<file path="config.mk">
export PLATFORM = sky130hd
export DESIGN_NAME = fp_fma_seq
export DESIGN_NICKNAME = d
export VERILOG_FILES = /design/src/rtl/fp_fma_seq.sv
export SDC_FILE = /design/constraint.sdc
export NUM_CORES = 1
export LEC_CHECK = 0
export CORE_MARGIN = 4
export CORE_UTILIZATION = 42
export CTS_CLUSTER_DIAMETER = 100
export DETAILED_ROUTE_END_ITERATION = 8
export PLACE_DENSITY = 0.75
export SLEW_MARGIN = 5
export SYNTH_ARGS = -nofsm -noshare
export SYNTH_HDL_FRONTEND = slang
export SYNTH_SLANG_ARGS = --single-unit
export TNS_END_PERCENT = 20
</file>
<file path="constraint.sdc">
create_clock -name clk -period 4.2 [get_ports clk]
set_input_delay 0.63 -clock clk [delete_from_list [all_inputs] [get_ports clk]]
set_output_delay 0.63 -clock clk [all_outputs]
set_load 0.03 [all_outputs]
</file>
<file path="src/rtl/fp_fma_seq.sv">
// fp_fma_seq: sequences FMADD/FMSUB/FNMSUB/FNMADD and single ops over one shared fp_alu
// clk, rst               : rising-edge clock, synchronous active-high reset
// req_valid/req_ready    : request handshake carrying req_op, req_ctrl, rs1, rs2, rs3
// resp_valid/resp_ready  : response handshake carrying resp_data, resp_err
// alu_a/alu_b/alu_ctrl   : operands and control code driven to the shared fp_alu
// alu_result             : combinational result returned by the fp_alu
// busy                   : high whenever the sequencer is not idle
module fp_fma_seq #(
   parameter logic [3:0] IDLE_CTRL = 4'b1000
) (
   input  logic        clk,
   input  logic        rst,
   input  logic        req_valid,
   output logic        req_ready,
   input  logic [2:0]  req_op,
   input  logic [3:0]  req_ctrl,
   input  logic [31:0] rs1,
   input  logic [31:0] rs2,
   input  logic [31:0] rs3,
   output logic        resp_valid,
   input  logic        resp_ready,
   output logic [31:0] resp_data,
   output logic        resp_err,
   output logic [31:0] alu_a,
   output logic [31:0] alu_b,
   output logic [3:0]  alu_ctrl,
   input  logic [31:0] alu_result,
   output logic        busy
);
   typedef enum logic [2:0] {IDLE, EXEC, MUL, ADD, RESP} state_t;
   state_t state_q, state_d;
   logic [31:0] a_q, a_d, b_q, b_d, c_q, c_d, prod_q, prod_d, data_q, data_d;
   logic [2:0] op_q, op_d;
   logic [3:0] ctrl_q, ctrl_d;
   logic err_q, err_d;
   logic illegal;
   assign illegal = req_op[2] && |req_op[1:0];
   always_comb begin
      state_d = state_q;
      a_d = a_q;
      b_d = b_q;
      c_d = c_q;
      op_d = op_q;
      ctrl_d = ctrl_q;
      prod_d = prod_q;
      data_d = data_q;
      err_d = err_q;
      case (state_q)
         IDLE: if (req_valid) begin
            a_d = rs1;
            b_d = rs2;
            c_d = rs3;
            op_d = req_op;
            ctrl_d = req_ctrl;
            err_d = illegal;
            data_d = illegal ? 32'h7FC0_0000 : data_q;
            state_d = req_op[2] ? (illegal ? RESP : EXEC) : MUL;
         end
         EXEC: begin
            data_d = alu_result;
            state_d = RESP;
         end
         MUL: begin
            prod_d = alu_result;
            state_d = ADD;
         end
         ADD: begin
            data_d = alu_result;
            state_d = RESP;
         end
         RESP: state_d = resp_ready ? IDLE : RESP;
         default: state_d = IDLE;
      endcase
   end
   always_ff @(posedge clk) begin
      if (rst) begin
         state_q <= IDLE;
         a_q <= '0;
         b_q <= '0;
         c_q <= '0;
         op_q <= '0;
         ctrl_q <= '0;
         prod_q <= '0;
         data_q <= '0;
         err_q <= 1'b0;
      end else begin
         state_q <= state_d;
         a_q <= a_d;
         b_q <= b_d;
         c_q <= c_d;
         op_q <= op_d;
         ctrl_q <= ctrl_d;
         prod_q <= prod_d;
         data_q <= data_d;
         err_q <= err_d;
      end
   end
   // op[1] negates the product (FNMSUB/FNMADD), op[0] negates the addend (FMSUB/FNMADD)
   assign alu_a = (state_q == EXEC || state_q == MUL) ? a_q :
                  (state_q == ADD) ? {prod_q[31] ^ op_q[1], prod_q[30:0]} : 32'h0;
   assign alu_b = (state_q == EXEC || state_q == MUL) ? b_q :
                  (state_q == ADD) ? {c_q[31] ^ op_q[0], c_q[30:0]} : 32'h0;
   assign alu_ctrl = (state_q == EXEC) ? ctrl_q :
                     (state_q == MUL) ? 4'b0001 :
                     (state_q == ADD) ? 4'b0000 : IDLE_CTRL;
   assign req_ready = state_q == IDLE;
   assign busy = state_q != IDLE;
   assign resp_valid = state_q == RESP;
   assign resp_data = data_q;
   assign resp_err = err_q;
endmodule
</file>
## Word-level counts from Yosys, hierarchy flattened

Index checks and enable logic that the tools add are counted.

| word-level totals | value |
|---|---|
| register bits | 170 |
| bits in latches | 0 |
| RAM bits | 0 |
| bits in read-only memories | 0 |
| bits of input ports | 139 |
| output and inout port bits | 104 |
| memories | 0 |

| operators by class | value |
|---|---|
| add/subtract/negate cells | 0 |
| multiply operators | 0 |
| divide/modulo/power cells | 0 |
| $lt $le $gt $ge | 0 |
| equal/unequal tests | 6 |
| shift operators | 0 |
| mux-type cells | 15 |
| bitwise logic cells | 2 |
| reductions and logical operators | 9 |

Operators with widths:

| cell | count |
|---|---|
| 2-to-1 mux 32 bit | 6 |
| case mux 32 bit (2 select lines) | 1 |
| 2-to-1 mux 3 bit | 4 |
| 2-to-1 mux 4 bit | 3 |
| case mux 3 bit (4 select lines) | 1 |
| == test 3 x 2 -> 1 bit, second input constant | 2 |
| OR reduction 2 bit | 2 |
| == test 3 x 1 -> 1 bit, second input constant | 1 |
| == test 3 bit, second input constant | 1 |
| zero test 3 bit | 1 |
| AND reduction 3 bit | 1 |
| nonzero test 3 bit | 1 |
| inequality test 2 x 1 -> 1 bit, second input constant | 1 |
| inequality test 2 bit, second input constant | 1 |
| AND reduction 2 bit | 1 |
| nonzero test 2 bit | 1 |
| XOR 1 bit | 2 |
| logical AND 1 bit | 1 |
| logical OR 1 bit | 1 |

## Depth between registers and ports, before layout

Gate-level depths: netlist (run 1).

| logic depth | value |
|---|---|
| depth in word-level cells | 6 |
| mapped depth | 6 |
| depth with buffers taken out | 3 |

## Least setup slack after synthesis (run 1)

Ideal clock, no wire load.

| timing | value |
|---|---|
| path type | register -> output |
| from | register state_q[2] |
| to | output busy |
| data arrival time | 1.718 ns |
| data required time | 3.570 ns |
| slack | 1.852 ns |
| cell stages (with the launch flop) | 4 |
| path buffers | 1 |
| cells stage by stage | dfxtp_1 -> clkbuf_1 -> nor3_1 -> inv_1 |

| on the way | value |
|---|---|
| cells in the longest elaborated chain, start to end | 1 |

Ends and longest elaborated chain:

| item | RTL line | RTL |
|---|---|---|
| start: declaration | 31 | `state_t state_q, state_d;` |
| start signal: assignment | 87 | `state_q <= state_d;` |
| nonzero test 3 bit | 107 | `assign busy = state_q != IDLE;` |
| end: declaration | 28 | `output logic busy` |

Every way passes these cells.

## Final worst setup path (run 1)

| timing | value |
|---|---|
| from | register state_q[0] |
| to | output alu_a[24] |

| on the way | value |
|---|---|
| cells in the longest elaborated chain, start to end | 3 |
| elaborated cells between the ends (all ways) | 6 |
| classes of those cells | eq/ne (3); mux (2); reduce/logical (1) |

Ends and longest elaborated chain:

| item | RTL line | RTL |
|---|---|---|
| == test 3 x 2 -> 1 bit (tied with other cells) | 100 | `(state_q == ADD) ? {prod_q[31] ^ op_q[1], prod_q[30:0]} : 32'h0;` |
| 2-to-1 mux 32 bit / logical OR 1 bit (equally long branches) | 100, 99 |  |
| 2-to-1 mux 32 bit * | 99 | `assign alu_a = (state_q == EXEC \|\| state_q == MUL) ? a_q :` |
| end: declaration | 24 | `output logic [31:0] alu_a,` |

Every way passes the cells marked *; elsewhere a longest branch is shown, timed or not.

==> impl_metrics.ini, run 1 <==
[status]
status = complete, no violations

[timing]
finalSetupViolCount = 0
worstMarginPinSlew_ns = 0.864
skew_ns = 0.00460
fmax_mhz = 296
min_period_ns = 3.38
rsz0062_at_grt = no
fin_tns_setup_ns = 0
fin_crit_sh = 0.805
finalMaxSlewViolations = 0
relSlewSlack = 0.424
finalHoldViolations = 0

[critical_path]
end_kind = primary output
critPathLaunchType = flop
worst-setup-path-type = reg -> out
cp.arrival_ns = 2.75
critPathMaxFanout = 37
cp.required_ns = 3.57

[clock_network]
cts-htree-levels = 4
clkLatencyLatePin_ns = 0.42
ctsResizeCount = 0
root_buffer = clkbuf_16
cts_tree = yes
clkTransAtPathRegs_ns = 0.06
postCtsSetupBuffers = 0
cts_sinks = 170
clockBufferDepth = 2
hold_buffers = 0
cts_buffers = 17

[synthesis]
ys_types = 33
synthCells = 845
synth_area_leaders = dfxtp_1, nand2_1, a21oi_1
async_flop_share = 0
yosysSeqAreaShare = 0.504
synth-seq-cells = 170
yosys_warnings = 0
synth_edf_count = 0
synth_top_area_frac = 0.504
synth_common_cells = nand2_1, dfxtp_1, a21oi_1
synthFlopType = dfxtp_1
yosys.area.top_type = dfxtp_1
syn_area_sq_um = 6750
synthesis.nets = 984
synthMostInstantiatedCell = nand2_1
syn_avg_cell_area_sq_um = 7.99

[detailed_routing]
first_pass_iters = 5
via_count = 6665
drc = 0
vias_per_cell = 5.25
post_drt_wl_per_cell_microns = 17.1
drtAntennaViolNets = 0
finalWirelength_microns = 21700
drt-initial-drc-count = 489

[grt]
gr-total-overflow = 0
track_usage = 0.230
grt_antenna_before_repair = 0
grt_pass1_wl_microns = 33300
grt_pass1_vias = 6307
grt_max_degree = 94

[power_and_ir_drop]
fin_total_pwr_mw = 4.32
power_density_nw_per_um2 = 437
power_leakage_nw = 3.51
peakVddDrop_mv = 0.303

[place]
place_congestion = 0.829
dpl.hpwl_microns = 14300
numPortBuffers = 242

[hold_path]
hold_path_class = reg -> reg

[floorplanning]
pin_count = 243
initial_core_util = 0.427
core_region_area_sq_um = 15800
fp.dieW_microns = 135
rows = 46
die_h_microns = 135
dieArea_sq_um = 18200

[layout]
drive_gt1_frac = 0.0589
diodes = 0
fill_cells = 1389
area_growth_pct = 46.2
layout.nets = 1179

[run]
cap_violations = 0
==> stage by stage <==
stage | setup WS, ns | utilization | hold slack [ns] | cells | area [sq um]
finish | 0.817 | 0.624 | 0.452 | 1269 | 9870
CTS | 0.806 | 0.624 | 0.456 | 1269 | 9870
detailed placement | 1.29 | 0.585 | 0.446 | 1237 | 9260
global placement | 1.30 | 0.585 | 0.441 | 1237 | 9260
floorplan | 1.85 | - | 0.432 | 845 | 6750
global route | 0.638 | 0.624 | 0.466 | 1269 | 9870
==> metal layers <==
metal  GRT usage  vias up  wire length [microns]
li1            -     3250                      -
met1       0.303     3133                   9500
met2       0.367      247                  10200
met3      0.0563       35                   1490
met4      0.0871        0                    526
met5           0        -                      0
==> layout by cell type (no fill, tap or decap), types with 2 or more instances in the layout <==
cell,netlist,routed
clkbuf_16,0,17
nand2_1,292,292
nor2_1,20,19
a21oi_1,160,160
buf_4,1,12
clkdlybuf4s50_1,0,241
nor3b_1,3,3
a211oi_2,9,9
inv_6,0,3
dfxtp_1,170,170
clkinvlp_4,0,6
a22o_1,64,64
o211ai_1,23,23
buf_12,0,2
bufinv_16,0,3
xor2_1,2,2
nand2b_1,3,3
==> area by class of cell <==
cell class,count,area (sq um),share of cell area
sequential,170,3400,0.345
multi-input combinational,595,3040,0.308
timing repair buffer,255,2540,0.258
clock buffer,19,443,0.0449
tap,216,270,0.0274
clock inverter,13,166,0.0169
inverter,1,3.75,0.000380
==> critical path, cell delays in order, from the launching register on <==
cell             delay (ns)
dfxtp_1                0.59
nor2b_2                0.23
and2_2                 0.16
buf_4                  0.39
a22o_1                 0.24
clkdlybuf4s50_1        0.68
==> worst paths after layout <==
| kind | start | end | slack [ns] | cells past startpoint |
|---|---|---|---|---|
| max reg2reg | state_q[2] | resp_data[20] | 2.07 | 4 |
| min | c_q[19] | c_q[19] | 0.45 | 2 |
| min reg2reg | c_q[19] | c_q[19] | 0.45 | 2 |
| max | state_q[0] | alu_a[24] | 0.82 | 5 |
==> power by group <==
part / leakage [nW] / internal (mW) / switching, mW
registers: 1.39 / 1.75 / 0.0842
logic: 1.85 / 0.357 / 0.505
clock network: 0.279 / 0.955 / 0.667
total: 3.51 / 3.06 / 1.26
==> kinds of logic after synthesis <==
| logic type | after synthesis | synth area share |
|---|---|---|
| compound gates | 261 | 0.248 |
| xor+xnor | 3 | 0.00389 |
| simple gates | 331 | 0.194 |
| flops | 170 | 0.504 |
| buf+inv | 80 | 0.0498 |
==> flip-flops by register name, indices dropped and copies added, names as in the netlist <==
| register | count |
|---|---|
| op_q | 2 |
| a_q | 32 |
| b_q | 32 |
| prod_q | 32 |
| resp_data | 32 |
| ctrl_q | 4 |
| c_q | 32 |
| resp_err | 1 |
| state_q | 3 |
(Power assumes the default switching activity.)
==> run 2, diff against run 1 <==
--- a/config.mk
+++ b/config.mk
@@ -6,7 +6,7 @@
 export NUM_CORES = 1
 export LEC_CHECK = 0
 export CORE_MARGIN = 4
-export CORE_UTILIZATION = 42
+export CORE_UTILIZATION = 40
 export CTS_CLUSTER_DIAMETER = 100
 export DETAILED_ROUTE_END_ITERATION = 8
 export PLACE_DENSITY = 0.75
==> constraint.sdc (replaced) <==
create_clock -name clk -period 3.1 [get_ports clk]
set_input_delay 0.465 -clock clk [delete_from_list [all_inputs] [get_ports clk]]
set_output_delay 0.465 -clock clk [all_outputs]
set_load 0.03 [all_outputs]
==> run 2 against run 1 <==
Via count shrank 1.2%. Critical path depth is the same. Worst hold slack lost 0.0018 ns. Flip-flop and latch count is the same. Combinational power grew 33%. Routed wire length shrank 2.5%. First-iteration DRC count shrank 2.7%. Largest power group unchanged.
==> impl_metrics.ini, run 2 (same netlist as run 1, synthesis figures left out) <==
[layout]
drive_gt1_frac = 0.119
layout_commonest_cell = nand2_1
layout_common_cells = nand2_1, clkdlybuf4s50_1, dfxtp_1
layout.nets = 1180
area_growth_pct = 43.6
final_util = 0.585

[hold_path]
hold_depth = 2
hp-start = ctrl_q[1]
hold_path_class = reg -> reg

[power_and_ir_drop]
power_density_nw_per_um2 = 583
peakVddDrop_mv = 0.364
fin_total_pwr_mw = 5.65
power_leakage_nw = 3.65

[critical_path]
end_kind = primary output
worst-setup-path-type = reg -> out
critPathLaunchType = flop
critPathMaxFanout = 52
reg2regPathDepth = 3
cp-startpoint = state_q[0]
cp.arrival_ns = 2.33
cp.required_ns = 2.63
r2r_start = state_q[2]

[clock_network]
hold_buffers = 0
clockBufferDepth = 2
root_buffer = clkbuf_16
cts_buffers = 17
clkLatencyLatePin_ns = 0.42
cts_sinks = 170
clkTransAtPathRegs_ns = 0.06
ctsResizeCount = 0
cts_tree = yes
cts-htree-levels = 4
postCtsSetupBuffers = 0

[timing]
relSlewSlack = 0.415
finalMaxSlewViolations = 0
fin_tns_setup_ns = 0
fmax_mhz = 357
finalHoldViolations = 0
worstMarginPinSlew_ns = 0.877
rsz0062_at_grt = no
skew_ns = 0.0129
holdWs_ns = 0.451
finalSetupViolCount = 0
fin_crit_sh = 0.903
min_period_ns = 2.80

[grt]
grt_max_degree = 89
track_usage = 0.213
grt_antenna_before_repair = 0
gr-total-overflow = 0
grt_pass1_vias = 6161
grt_pass1_wl_microns = 31900

[floorplanning]
fp.dieW_microns = 138
initial_core_util = 0.407
core_region_area_sq_um = 16600
die_h_microns = 138
pin_count = 243
dieArea_sq_um = 19000
rows = 47

[detailed_routing]
finalWirelength_microns = 21100
via_count = 6582
drtAntennaViolNets = 0
post_drt_wl_per_cell_microns = 16.6
drc = 0
vias_per_cell = 5.16
drt-initial-drc-count = 476
first_pass_iters = 5

[place]
dpl.hpwl_microns = 14000
place_congestion = 0.789
numPortBuffers = 242

[status]
status = complete, no violations

[run]
cap_violations = 0
## run 2: cell types whose count changed in the layout (fill, tap and decap cells not counted)
cell             delta
buf_12              +1
buf_4              +64
bufinv_16           -2
clkbuf_1            +1
clkbuf_8            +2
clkdlybuf4s50_1    -64
clkinv_2            +1
clkinv_4            +3
clkinvlp_4          -4
diode_2             +2
inv_6               -2
## run 2: worst paths after layout
| check | to | slack, ns |
|---|---|---|
| max | alu_a[20] | 0.30 |
| min | ctrl_q[1] | 0.45 |
| max reg2reg | resp_data[26] | 0.91 |
| min reg2reg | ctrl_q[1] | 0.45 |
## run 2: critical path, stage by stage, from the launching register on
cell and delay (ns):
dfxtp_1 0.60, nor2b_2 0.24, and2_2 0.37, buf_12 0.29
a22o_1 0.20, buf_4 0.16
## run 2: report_power, final
part	internal, mW	leakage, nW	switching [mW]
sequential	2.37	1.39	0.108
combinational	0.471	1.98	0.682
clock	1.17	0.273	0.854
## run 2: final cells by class
cell class | instances | area (sq um)
Inverter | 1 | 3.75
Sequential cell | 170 | 3400
Antenna cell | 2 | 5.00
Clock buffer | 22 | 474
Clock inverter | 9 | 90.1
Multi-Input combinational cell | 595 | 3040
Tap cell | 220 | 275
Timing Repair Buffer | 256 | 2400
Fill cell | 1600 | 6890
## run 2: routing by layer
layer  part of all wire  vias to the layer above  routed length (microns)  GRT usage
li1                   -                     3253                        -          -
met1               0.43                     3088                     9060      0.277
met2               0.49                      218                    10300      0.345
met3              0.068                       23                     1430     0.0512
met4              0.019                        0                      392     0.0796
met5                  0                        -                        0          0
## run 2: stage by stage
stage / instances / instance area, sq um / setup WS, ns
2_1_floorplan: 845 / 6750 / 0.917
3_3_place_gp: 1242 / 9130 / 0.604
3_5_place_dp: 1242 / 9130 / 0.563
4_1_cts: 1273 / 9690 / 0.302
5_1_grt: 1273 / 9690 / 0.157
6_report: 1275 / 9700 / 0.302
==> run 3, diff against run 2 <==
--- a/config.mk
+++ b/config.mk
@@ -5,11 +5,12 @@
 export SDC_FILE = /design/constraint.sdc
 export NUM_CORES = 1
 export LEC_CHECK = 0
+export CAP_MARGIN = 10
 export CORE_MARGIN = 4
-export CORE_UTILIZATION = 40
+export CORE_UTILIZATION = 42
 export CTS_CLUSTER_DIAMETER = 100
 export DETAILED_ROUTE_END_ITERATION = 8
-export PLACE_DENSITY = 0.75
+export PLACE_DENSITY = 0.84
 export SLEW_MARGIN = 5
 export SYNTH_ARGS = -nofsm -noshare
 export SYNTH_HDL_FRONTEND = slang
==> constraint.sdc (replaced) <==
create_clock -name clk -period 3.15 [get_ports clk]
set_input_delay 0.4725 -clock clk [delete_from_list [all_inputs] [get_ports clk]]
set_output_delay 0.4725 -clock clk [all_outputs]
set_load 0.03 [all_outputs]
==> run 3 against run 2 <==
Sequential power barely moved. First-iteration DRC count fell by 15%. Register-to-register slack improved by 0.06 ns. Clock skew fell by 0.0021 ns. Sequential share of layout area fell by 0.20 points. Core utilization rose by 3.1 points. Combinational power barely moved. Cell count fell by 0.39%. Routed wire length rose by 4.0%. Die area fell by 4.5%. Setup slack got worse by 0.16 ns. Largest cell class unchanged. Highest routed layer is now met5.
==> impl_metrics.ini, run 3 (same netlist as run 1, synthesis figures left out) <==
[status]
status = complete, no violations

[grt]
met1_usage = 0.286
grt_use_met2 = 0.377
track_usage = 0.231
busiest_layer = met2
use_met3 = 0.0615
gr-total-overflow = 0
grt_max_degree = 90
grt_pass1_vias = 6531
grt_pass1_wl_microns = 33700
grt_antenna_before_repair = 2

[critical_path]
reg2regPathDepth = 4
cp.required_ns = 2.68
cp.arrival_ns = 2.53
critPathLaunchType = flop
reg2reg_slack_ns = 0.97
critPathMaxFanout = 14
reg2reg_to = resp_data[17]
end_kind = primary output
r2r_start = state_q[2]
worst-setup-path-type = reg -> out

[timing]
finalSetupViolCount = 0
finalWorstSetupSlack_ns = 0.146
rsz0062_at_grt = no
finalHoldViolations = 0
fmax_mhz = 333
holdWs_ns = 0.454
min_period_ns = 3.00
fin_tns_setup_ns = 0
fin_crit_sh = 0.954
relSlewSlack = 0.427
skew_ns = 0.0109
worstMarginPinSlew_ns = 0.859
finalMaxSlewViolations = 0

[power_and_ir_drop]
peakVddDrop_mv = 0.399
fin_total_pwr_mw = 5.71
power_leakage_nw = 3.63
power_density_nw_per_um2 = 586

[clock_network]
root_buffer = clkbuf_16
clkLatencyLatePin_ns = 0.41
clkTransAtPathRegs_ns = 0.06
cts_buffers = 17
cts_sinks = 170
hold_buffers = 0
cts_tree = yes
postCtsSetupBuffers = 0
clockBufferDepth = 2
cts-htree-levels = 4

[layout]
layout.nets = 1180
fin_area_sq_um = 9750
layout_common_cells = nand2_1, clkdlybuf4s50_1, dfxtp_1
layout.cells.non_filler = 1270
area_growth_pct = 44.4
final_util = 0.616
layout_commonest_cell = nand2_1
drive_gt1_frac = 0.106

[detailed_routing]
post_drt_wl_per_cell_microns = 17.3
drtAntennaViolNets = 0
drc = 0
vias_per_cell = 5.24
via_count = 6659
finalWirelength_microns = 22000
first_pass_iters = 5
drt-initial-drc-count = 404

[run]
cap_violations = 0

[floorplanning]
initial_core_util = 0.427
core_region_area_sq_um = 15800
dieArea_sq_um = 18200
die_h_microns = 135
rows = 46
pin_count = 243
fp.dieW_microns = 135

[place]
dpl.hpwl_microns = 14700
place_congestion = 0.884
numPortBuffers = 242
pre_cts_slack_ns = 0.517
dp_cells = 1237
place_area_sq_um = 9140

[hold_path]
hp-start = c_q[5]
hold_depth = 2
hold_path_class = reg -> reg
min_to = c_q[5]
run 3: cell types whose count changed in the layout (fill, tap and decap cells not counted), sizes merged:
cell	delta
diode	-1
clkbuf	-4
buf	-15
bufinv	+2
inv	+2
clkdlybuf4s50	+14
nor2	+1
run 3: how the worst max path moves through the flow:
stage	startpoint	slack, ns	cells past startpoint	endpoint
floorplan	state_q[2]	0.96	3	busy
global placement	state_q[1]	0.59	4	alu_b[31]
detailed placement	state_q[1]	0.52	4	alu_ctrl[0]
CTS	state_q[0]	0.06	5	alu_a[15]
global route	state_q[0]	0.04	3	alu_ctrl[2]
finish	state_q[1]	0.15	4	alu_a[9]
run 3: layout make-up:
class                   instances  area (sq um)
clock buffers                  18           429
fillers                      1399          6070
flip-flops and latches        170          3400
multi-input cells             596          3060
well taps                     216           270
diodes                          1          2.50
repair buffers                255          2420
inverters                       1          3.75
clock inverters                13           168
run 3: metal layers:
layer,part of all wire,vias up
li1,-,3248
met1,0.42,3111
met2,0.48,238
met3,0.068,60
met4,0.037,2
met5,0.00059,-
run 3: worst max-delay path, cell delays in order (launching register included):
cell and delay, ns:
dfxtp_1 0.61, xnor2_1 0.25, nor2_4 0.37, a22o_1 0.21, clkdlybuf4s50_1 0.68
run 3: what timing repair did:
| action | CTS | global route |
|---|---|---|
| resized for setup | 0 | 2 |
| setup endpoints to repair | 0 | 64 |
| hold endpoints to repair | 0 | 0 |
run 3: power by group:
group / switching, mW / total (mW) / leakage, nW / internal (mW)
registers: 0.114 / 2.45 / 1.39 / 2.33
clock network: 0.870 / 2.12 / 0.287 / 1.25
logic: 0.679 / 1.15 / 1.95 / 0.468
total: 1.66 / 5.71 / 3.63 / 4.05
